$ cat config.mk
export PLATFORM = sky130hd
export DESIGN_NAME = vga_timing_gen
export DESIGN_NICKNAME = d
export VERILOG_FILES = /design/src/rtl/vga_timing_gen.sv
export SDC_FILE = /design/constraint.sdc
export NUM_CORES = 1
export LEC_CHECK = 0
export CAP_MARGIN = 20
export CORE_MARGIN = 4
export CORE_UTILIZATION = 30
export CTS_CLUSTER_SIZE = 25
export DETAILED_ROUTE_END_ITERATION = 8
export PLACE_DENSITY = 0.61
export RECOVER_POWER = 25
export SYNTH_ARGS = -nofsm -noshare
export SYNTH_HDL_FRONTEND = slang
export SYNTH_SLANG_ARGS = --single-unit
$ cat constraint.sdc
create_clock -name CLOCK_50 -period 2.85 [get_ports CLOCK_50]
set_input_delay 0.285 -clock CLOCK_50 [delete_from_list [all_inputs] [get_ports CLOCK_50]]
set_output_delay 0.285 -clock CLOCK_50 [all_outputs]
set_load 0.01 [all_outputs]
$ cat src/rtl/vga_timing_gen.sv
// Parametrised VGA raster timing generator.
// Outputs are registered and update on the same edge as the counters.
module vga_timing_gen #(
  parameter int   H_ACTIVE = 640,
  parameter int   H_FP     = 16,
  parameter int   H_SYNC   = 96,
  parameter int   H_BP     = 48,
  parameter int   V_ACTIVE = 480,
  parameter int   V_FP     = 10,
  parameter int   V_SYNC   = 2,
  parameter int   V_BP     = 33,
  parameter logic HS_POL   = 1'b0,
  parameter logic VS_POL   = 1'b0,
  parameter int   CLK_DIV  = 2,
  parameter int   COORD_W  = 11,
  parameter int   FRAME_W  = 16
) (
  input  logic               CLOCK_50,
  input  logic               reset,
  input  logic               enable,
  output logic               pix_en,
  output logic               VGA_CLK,
  output logic               VGA_HS,
  output logic               VGA_VS,
  output logic               VGA_BLANK_N,
  output logic               VGA_SYNC_N,
  output logic               ativo_vga,
  output logic [COORD_W-1:0] x,
  output logic [COORD_W-1:0] y,
  output logic               line_start,
  output logic               frame_start,
  output logic [FRAME_W-1:0] frame_cnt
);

  localparam int H_TOTAL = H_SYNC + H_BP + H_ACTIVE + H_FP;
  localparam int V_TOTAL = V_SYNC + V_BP + V_ACTIVE + V_FP;
  localparam int HA0     = H_SYNC + H_BP;
  localparam int VA0     = V_SYNC + V_BP;
  localparam int HW      = $clog2(H_TOTAL);
  localparam int VW      = $clog2(V_TOTAL);
  localparam int DW      = $clog2(CLK_DIV);
  localparam int HE      = HW + 1;
  localparam int VE      = VW + 1;

  localparam logic [HW-1:0] H_LAST   = HW'(H_TOTAL - 1);
  localparam logic [VW-1:0] V_LAST   = VW'(V_TOTAL - 1);
  localparam logic [DW-1:0] DIV_LAST = DW'(CLK_DIV - 1);
  localparam logic [DW-1:0] DIV_HALF = DW'(CLK_DIV / 2);

  logic [DW-1:0] div_cnt;
  logic [HW-1:0] h_cnt;
  logic [HW-1:0] h_nxt;
  logic [VW-1:0] v_cnt;
  logic [VW-1:0] v_nxt;
  logic          step;
  logic [HE-1:0] hh;
  logic [VE-1:0] vv;
  logic          h_in;
  logic          v_in;
  logic          hs_n;
  logic          vs_n;
  logic          sol;
  logic          sof;
  logic [COORD_W-1:0] x_n;
  logic [COORD_W-1:0] y_n;

  assign step       = enable && (div_cnt == DIV_LAST);
  assign pix_en     = step;
  assign VGA_CLK    = (div_cnt >= DIV_HALF);
  assign VGA_SYNC_N = 1'b1;

  always_comb begin
    h_nxt = h_cnt;
    v_nxt = v_cnt;
    if (step) begin
      if (h_cnt == H_LAST) begin
        h_nxt = '0;
        v_nxt = (v_cnt == V_LAST) ? '0 : v_cnt + VW'(1);
      end else begin
        h_nxt = h_cnt + HW'(1);
      end
    end
  end

  // Widened by one bit so window ends equal to the total cannot alias.
  assign hh   = {1'b0, h_nxt};
  assign vv   = {1'b0, v_nxt};
  assign h_in = (hh >= HE'(HA0)) && (hh < HE'(HA0 + H_ACTIVE));
  assign v_in = (vv >= VE'(VA0)) && (vv < VE'(VA0 + V_ACTIVE));
  assign hs_n = (hh < HE'(H_SYNC)) ? HS_POL : ~HS_POL;
  assign vs_n = (vv < VE'(V_SYNC)) ? VS_POL : ~VS_POL;
  assign x_n  = h_in ? COORD_W'(h_nxt - HW'(HA0)) : '0;
  assign y_n  = v_in ? COORD_W'(v_nxt - VW'(VA0)) : '0;
  assign sol  = (h_nxt == '0);
  assign sof  = sol && (v_nxt == '0);

  always_ff @(posedge CLOCK_50 or posedge reset) begin
    if (reset) begin
      div_cnt     <= '0;
      h_cnt       <= H_LAST;
      v_cnt       <= V_LAST;
      VGA_HS      <= ~HS_POL;
      VGA_VS      <= ~VS_POL;
      ativo_vga   <= 1'b0;
      VGA_BLANK_N <= 1'b0;
      x           <= '0;
      y           <= '0;
      line_start  <= 1'b0;
      frame_start <= 1'b0;
      frame_cnt   <= '0;
    end else begin
      line_start  <= 1'b0;
      frame_start <= 1'b0;
      if (enable) begin
        div_cnt <= step ? '0 : div_cnt + DW'(1);
      end
      if (step) begin
        h_cnt       <= h_nxt;
        v_cnt       <= v_nxt;
        VGA_HS      <= hs_n;
        VGA_VS      <= vs_n;
        ativo_vga   <= h_in && v_in;
        VGA_BLANK_N <= h_in && v_in;
        x           <= x_n;
        y           <= y_n;
        line_start  <= sol;
        frame_start <= sof;
        if (sof) begin
          frame_cnt <= frame_cnt + FRAME_W'(1);
        end
      end
    end
  end

endmodule

======== Word-level counts from Yosys, hierarchy flattened ========
Cells that the tools add are included.
cells by class
  add/sub/neg operators ................... 6
  $mul .................................... 0
  divide/modulo/power cells ............... 0
  $lt $le $gt $ge ......................... 7
  equal/unequal tests ..................... 2
  shift-type cells ........................ 0
  muxes and demuxes ....................... 12
  bitwise operators ....................... 0
  reductions and logical operators ........ 8
operators by type and width
  cell                   number
  $mux 10                5
  $mux 11                2
  $add 10x1->10 const B  2
  $eq 10x10->1 const B   2
  $logic_not 10->1       2
  $lt 10x10->1 const B   2
  $add 16x1->16 const B  1
  $sub 10x6->11 const B  1
  $sub 10x8->11 const B  1
  $ge 10x6->1 const B    1
  $ge 10x8->1 const B    1
  $lt 10x2->1 const B    1
  $lt 10x7->1 const B    1
  $logic_and 1x1->1      5
  $mux 1                 5
  $reduce_and 2->1       1
  $add 1x1->1 const B    1
  $ge 1x1->1 const B     1
word-level totals
  register bits ........................... 64
  latch bits .............................. 0
  memory bits (writable) .................. 0
  memory bits (read-only) ................. 0
  input bits .............................. 3
  memories kept ........................... 0

======== Depth between registers and ports, before layout ========
  word-level depth ........................ 7
  gate-level depth with buffers ........... 14
  mapped depth without buffers ............ 12

======== Worst setup path before layout ========
OpenSTA, ideal clock, no wires.
  kind .................................... reg-to-reg
  start point ............................. register h_cnt[0]
  end point ............................... register y[7]
  library setup time ...................... 68 ps
  data arrival time ....................... 2942 ps
  required time ........................... 2782 ps
  path slack .............................. -160 ps
  cell stages (with the launch flop) ...... 14
  clock period less this slack ............ 3010 ps
  cell sequence ........................... dfstp_2 > ha_1 > nand2b_1 > or4_4 > buf_6 > nand2_1 > o21a_1 > inv_1 > ha_1 > nor3_1 > nand2_2 > a221oi_2 > buf_6 > a32o_1
between the ends
  cells in the longest elaborated chain, start to end .. 6
  elaborated cells between the ends (all ways) .. 8
RTL lines
  element                                             line  source
  start: declaration                                  51    logic [HW-1:0] h_cnt;
  start signal: assignment                            118   h_cnt <= h_nxt;
  $eq 10x10->1 (*)                                    76    if (h_cnt == H_LAST) begin
  $mux 10 (*)                                         76
  $mux 10 (*)                                         75    if (step) begin
  via v_nxt[0]                                        54    logic [VW-1:0] v_nxt;
  $ge 10x6->1 / $lt 10x10->1 (equally long branches)  89    assign v_in = (vv >= VE'(VA0)) && (vv < VE'(VA0 + V_ACTIVE));
  $logic_and 1x1->1                                   89
  $mux 11 (*)                                         93    assign y_n = v_in ? COORD_W'(v_nxt - VW'(VA0)) : '0;
  end signal: assignment                              125   y <= y_n;
  end: declaration                                    29    output logic [COORD_W-1:0] y,
Mark *: on every way through the listed nets, which the timed path passes. The rest lies on a longest branch.
A chain may end at the register's enable or synchronous reset.

======== Worst setup path after layout ========
  start point ............................. register h_cnt[8]
  end point ............................... register y[10]
between the ends
  cells in the longest elaborated chain, start to end .. 6
  elaborated cells between the ends (all ways) .. 8
RTL lines
  element                                             line
  $eq 10x10->1 (*)                                    76
  $mux 10 (*)                                         76
  $mux 10 (*)                                         75
  $ge 10x6->1 / $lt 10x10->1 (equally long branches)  89
  $logic_and 1x1->1                                   89
  $mux 11 (*)                                         93
Every way passes the cells marked *; elsewhere a longest branch is shown, timed or not.

==> metrics.txt <==
# TYPE chip_impl_metric gauge
chip_impl_metric{name="wl_per_cell",unit="µm"} 15.6
chip_impl_metric{name="worst_path_max_fanout",unit=""} 5
chip_impl_metric{name="fin_crit",unit="ns"} 2.83
chip_impl_metric{name="cts.htree.levels",unit=""} 3
chip_impl_metric{name="synthesis.area_per_instance",unit="µm²"} 10.1
chip_impl_metric{name="die_h",unit="µm"} 118
chip_impl_metric{name="cp_data_required_time",unit="ns"} 3.11
chip_impl_metric{name="fin_ws",unit="ns"} 0.0221
chip_impl_metric{name="r2r.worst_path.cells",unit=""} 10
chip_impl_metric{name="cp_num_cells",unit=""} 10
chip_impl_metric{name="detailroute.via_count",unit=""} 3223
chip_impl_metric{name="clock_insertion_delay_worst_skew",unit="ns"} 0.33
chip_impl_metric{name="route.met3.wl",unit="µm"} 376
chip_impl_metric{name="timing.hold.worst_path_depth",unit=""} 2
chip_impl_metric{name="drt_first_pass_iters",unit=""} 4
chip_impl_metric{name="port_buffers",unit=""} 48
chip_impl_metric{name="report.power.total",unit="µW"} 3280
chip_impl_metric{name="grt_pass1_wl",unit="µm"} 16400
chip_impl_metric{name="leakagePower",unit="µW"} 0.00248
chip_impl_info{name="cp_cell_sequence",value="nand4bb_4 > or4_4 > o21ai_2 > nand3_2 > buf_4 > nor3_2 > nand2_2 > a221oi_4 > buf_6 > a32o_1"} 1
chip_impl_metric{name="grt_antenna_before_repair",unit=""} 0
chip_impl_metric{name="gp_congestion",unit=""} 0.867
chip_impl_info{name="top_layer_used",value="met4"} 1
chip_impl_metric{name="critPathMaxStageDelay",unit="ns"} 0.59
chip_impl_metric{name="final_nets",unit=""} 504
chip_impl_info{name="cpMaxStageDelayCell",value="sky130_fd_sc_hd__or4_4"} 1
chip_impl_info{name="critPathCaptureType",value="flip-flop"} 1
chip_impl_metric{name="route.antenna.remaining_nets",unit=""} 0
chip_impl_metric{name="ratio_of_cells_with_drive_above_1_in_the_final_layout",unit="%"} 33.5
chip_impl_metric{name="mappedNetlistNets",unit=""} 370
chip_impl_metric{name="avgViaCountPerCell",unit=""} 5.04
chip_impl_metric{name="synth_enable_flop_cells",unit=""} 0
chip_impl_metric{name="grt_pass1_vias",unit=""} 3292
chip_impl_metric{name="ys_warn_count",unit=""} 0
chip_impl_metric{name="worst-path-buf-inv",unit=""} 2
chip_impl_metric{name="detail_route.iter0.violations",unit=""} 169
chip_impl_info{name="worstHoldPathType",value="reg2reg"} 1
chip_impl_metric{name="power.ir.vdd_worst",unit="V"} 0.000299
chip_impl_metric{name="share_of_the_clock_period_used_by_the_worst_path",unit="%"} 99.2
chip_impl_info{name="tritoncts",value="done"} 1
chip_impl_metric{name="clock_pin_slew_of_the_registers_on_the_worst_case_setup_and_hold_paths",unit="ns"} 0.05
chip_impl_metric{name="number_of_sinks_driven_by_the_clock_tree",unit=""} 64
chip_impl_metric{name="area_growth",unit="%"} 48.6
chip_impl_metric{name="post_synth_instance_area",unit="µm²"} 3600
chip_impl_metric{name="post-place-ws",unit="ns"} -0.209
chip_impl_info{name="outcome",value="finished, final reports clean"} 1
chip_impl_metric{name="dieWidth",unit="µm"} 118
chip_impl_metric{name="yosys.cell_types.count",unit=""} 65
chip_impl_metric{name="fin_worst_skew",unit="ns"} 0.00554
chip_impl_metric{name="max_freq",unit="MHz"} 354
chip_impl_metric{name="clock_tree.buffer_depth",unit=""} 2
chip_impl_metric{name="ant_cells",unit=""} 0
chip_impl_metric{name="post-route-drc-count",unit=""} 0
chip_impl_metric{name="total_overflow_reported_by_the_global_router",unit=""} 0
chip_impl_metric{name="grt_max_degree",unit=""} 35
chip_impl_metric{name="die-area",unit="µm²"} 13800
chip_impl_metric{name="detailedPlacementHpwl",unit="µm"} 7150
chip_impl_info{name="critPathKind",value="reg2reg"} 1
chip_impl_info{name="grt_setup_unrepaired",value="yes"} 1
chip_impl_metric{name="fraction_of_synthesis_flops_using_an_asynchronous_set_or_reset_pin",unit="%"} 100
chip_impl_metric{name="floorplan.io_pins",unit=""} 50
chip_impl_metric{name="cts-buffers-inserted",unit=""} 9
chip_impl_metric{name="cellPowerDensity",unit="nW/µm²"} 613
chip_impl_metric{name="tightestPinTransition",unit="ns"} 1.22
chip_impl_info{name="clk_root_buffer_cell",value="sky130_fd_sc_hd__clkbuf_16"} 1
chip_impl_metric{name="max_cap_viol_count",unit=""} 0
chip_impl_metric{name="synth-seq-area-share",unit="%"} 44.8
chip_impl_info{name="synth-main-ff-cell",value="sky130_fd_sc_hd__dfrtp_1"} 1
chip_impl_info{name="cpLargestDelayFamily",value="simple AND/OR/NAND/NOR gates"} 1
chip_impl_metric{name="report.final.slew_viol_count",unit=""} 0
chip_impl_metric{name="finalSetupViolations",unit=""} 0
chip_impl_metric{name="yosys_register_bits",unit=""} 64
chip_impl_metric{name="final_hold_viol_count",unit=""} 0
chip_impl_metric{name="met2_length",unit="µm"} 4710
chip_impl_metric{name="wl",unit="µm"} 9950
chip_impl_metric{name="grt.total_usage",unit="%"} 14.4
chip_impl_info{name="setup.worst_path.start_class",value="flip-flop"} 1
chip_impl_metric{name="met1_length",unit="µm"} 4740
chip_impl_metric{name="max_slew_margin",unit="%"} 18.5
chip_impl_metric{name="layout.core_utilization",unit="%"} 46.3
chip_impl_metric{name="rows",unit=""} 39
chip_impl_metric{name="critPathArrivalTime",unit="ns"} 3.09
chip_impl_metric{name="floorplan.initialDensity",unit="%"} 31.2
chip_impl_metric{name="synthCells",unit=""} 358
chip_impl_metric{name="placeableCoreArea",unit="µm²"} 11600
## stage by stage
| step | setup TNS [ns] | cell area [µm²] | hold WS, ns | instances |
|---|---|---|---|---|
| after global routing | -0.978 | 5360 | 0.505 | 639 |
| after CTS | -0.00974 | 5210 | 0.417 | 634 |
| after detailed placement | -4.09 | 4840 | 0.469 | 617 |
| after global placement | -3.67 | 4840 | 0.462 | 617 |
| final | 0 | 5360 | 0.474 | 639 |
| after floorplan | 0 | 3630 | 0.376 | 358 |
## state kept, by name (all words and copies together) (netlist names)
name and cells:
div_cnt 1, h_cnt 10, line_start 1, x 11, frame_cnt 16, VGA_HS 1, frame_start 1, VGA_VS 1
v_cnt 10, ativo_vga 1, y 11
## final timing paths
kind / startpoint / end / slack, ns
setup / recovery: h_cnt[8] / y[10] / 0.02
hold / removal: x[4] / x[4] / 0.47
setup reg to reg: h_cnt[8] / y[10] / 0.02
hold reg to reg: x[4] / x[4] / 0.47
max in group asynchronous: reset / y[2] / 0.63
min in group asynchronous: reset / h_cnt[5] / 0.73
## cells in the final DEF (no fill, tap or decap), drive strengths merged, types with 6 or more instances in the layout
cell type	Yosys	layout
nand2	39	39
xnor2	20	20
xor2	15	15
buf	12	92
dfrtp	52	52
clkdlybuf4s50	0	47
a22o	13	13
dfstp	12	12
nor3	11	11
ha	9	9
and3	11	11
or3	6	6
nand3	27	27
inv	17	17
nand4	13	13
nor2	15	15
o31ai	8	8
o21ai	16	16
clkbuf	8	15
## power breakdown
part           leakage (µW)  internal (µW)  switching, µW
sequential         0.000818           1060           99.7
clock              0.000148            744            384
combinational       0.00151            512            479
total               0.00248           2320            963
## worst reg2reg max path, cell delays in order (launching register included)
cell and delay (ns):
sky130_fd_sc_hd__dfstp_2 0.56, sky130_fd_sc_hd__nand4bb_4 0.17, sky130_fd_sc_hd__or4_4 0.59, sky130_fd_sc_hd__o21ai_2 0.19
sky130_fd_sc_hd__nand3_2 0.13, sky130_fd_sc_hd__buf_4 0.16, sky130_fd_sc_hd__nor3_2 0.19, sky130_fd_sc_hd__nand2_2 0.10
sky130_fd_sc_hd__a221oi_4 0.36, sky130_fd_sc_hd__buf_6 0.17, sky130_fd_sc_hd__a32o_1 0.15
## timing repair
action / 4_1_cts / 5_1_grt
buffers inserted: 1 / 5
pin swaps: 4 / 18
hold buffers: 0 / 0
endpoints found under the setup margin: 36 / 38
resized for setup: 7 / 30
cloned: 1 / 0
## per-layer routing
layer  global-route usage (%)  up-vias
li1                         -     1564
met1                     19.4     1577
met2                     23.1       74
met3                     2.79        8
met4                     4.91        0
met5                        0        -
## cell type report
cell class,count,area [µm²]
multi-input cells,257,1980
flip-flops and latches,64,1620
well taps,143,179
repair buffers,142,1200
fillers,1029,6210
clock inverters,2,37.5
inverters,18,67.6
clock buffers,13,270
## synthesized netlist by cell type, types with 3 or more instances
| master | instances | share of area [%] |
|---|---|---|
| sky130_fd_sc_hd__buf_2 | 6 | 0.83 |
| sky130_fd_sc_hd__o21ai_1 | 5 | 0.69 |
| sky130_fd_sc_hd__and3_1 | 11 | 1.9 |
| sky130_fd_sc_hd__nor3_1 | 10 | 1.4 |
| sky130_fd_sc_hd__nand4_1 | 12 | 2.1 |
| sky130_fd_sc_hd__dfstp_2 | 12 | 8.7 |
| sky130_fd_sc_hd__a22o_1 | 13 | 3.2 |
| sky130_fd_sc_hd__nand2_1 | 37 | 3.9 |
| sky130_fd_sc_hd__nor2_1 | 13 | 1.4 |
| sky130_fd_sc_hd__dfrtp_1 | 52 | 36 |
| sky130_fd_sc_hd__buf_4 | 4 | 0.83 |
| sky130_fd_sc_hd__or3_1 | 6 | 1.0 |
| sky130_fd_sc_hd__nand3_1 | 26 | 3.6 |
| sky130_fd_sc_hd__a21oi_1 | 5 | 0.69 |
| sky130_fd_sc_hd__xor2_1 | 14 | 3.4 |
| sky130_fd_sc_hd__a21o_1 | 3 | 0.62 |
| sky130_fd_sc_hd__clkbuf_1 | 8 | 0.83 |
| sky130_fd_sc_hd__o21ai_0 | 11 | 1.5 |
| sky130_fd_sc_hd__xnor2_1 | 19 | 4.6 |
| sky130_fd_sc_hd__inv_1 | 17 | 1.8 |
| sky130_fd_sc_hd__ha_1 | 9 | 3.1 |
| sky130_fd_sc_hd__o31ai_1 | 8 | 1.7 |
| sky130_fd_sc_hd__and4_1 | 3 | 0.73 |
| sky130_fd_sc_hd__o21a_1 | 3 | 0.62 |
| sky130_fd_sc_hd__a32o_1 | 3 | 0.83 |
## kinds of logic after synthesis
kind of cell	share of synthesized area, %
fa+ha+maj	3.12
xor+xnor	9.23
buf+inv	5.00
compound gates	14.2
simple gates	22.3
other cells	0.104
mux	1.18
flops	44.8
No activity file was read; power rests on OpenSTA's default activity.
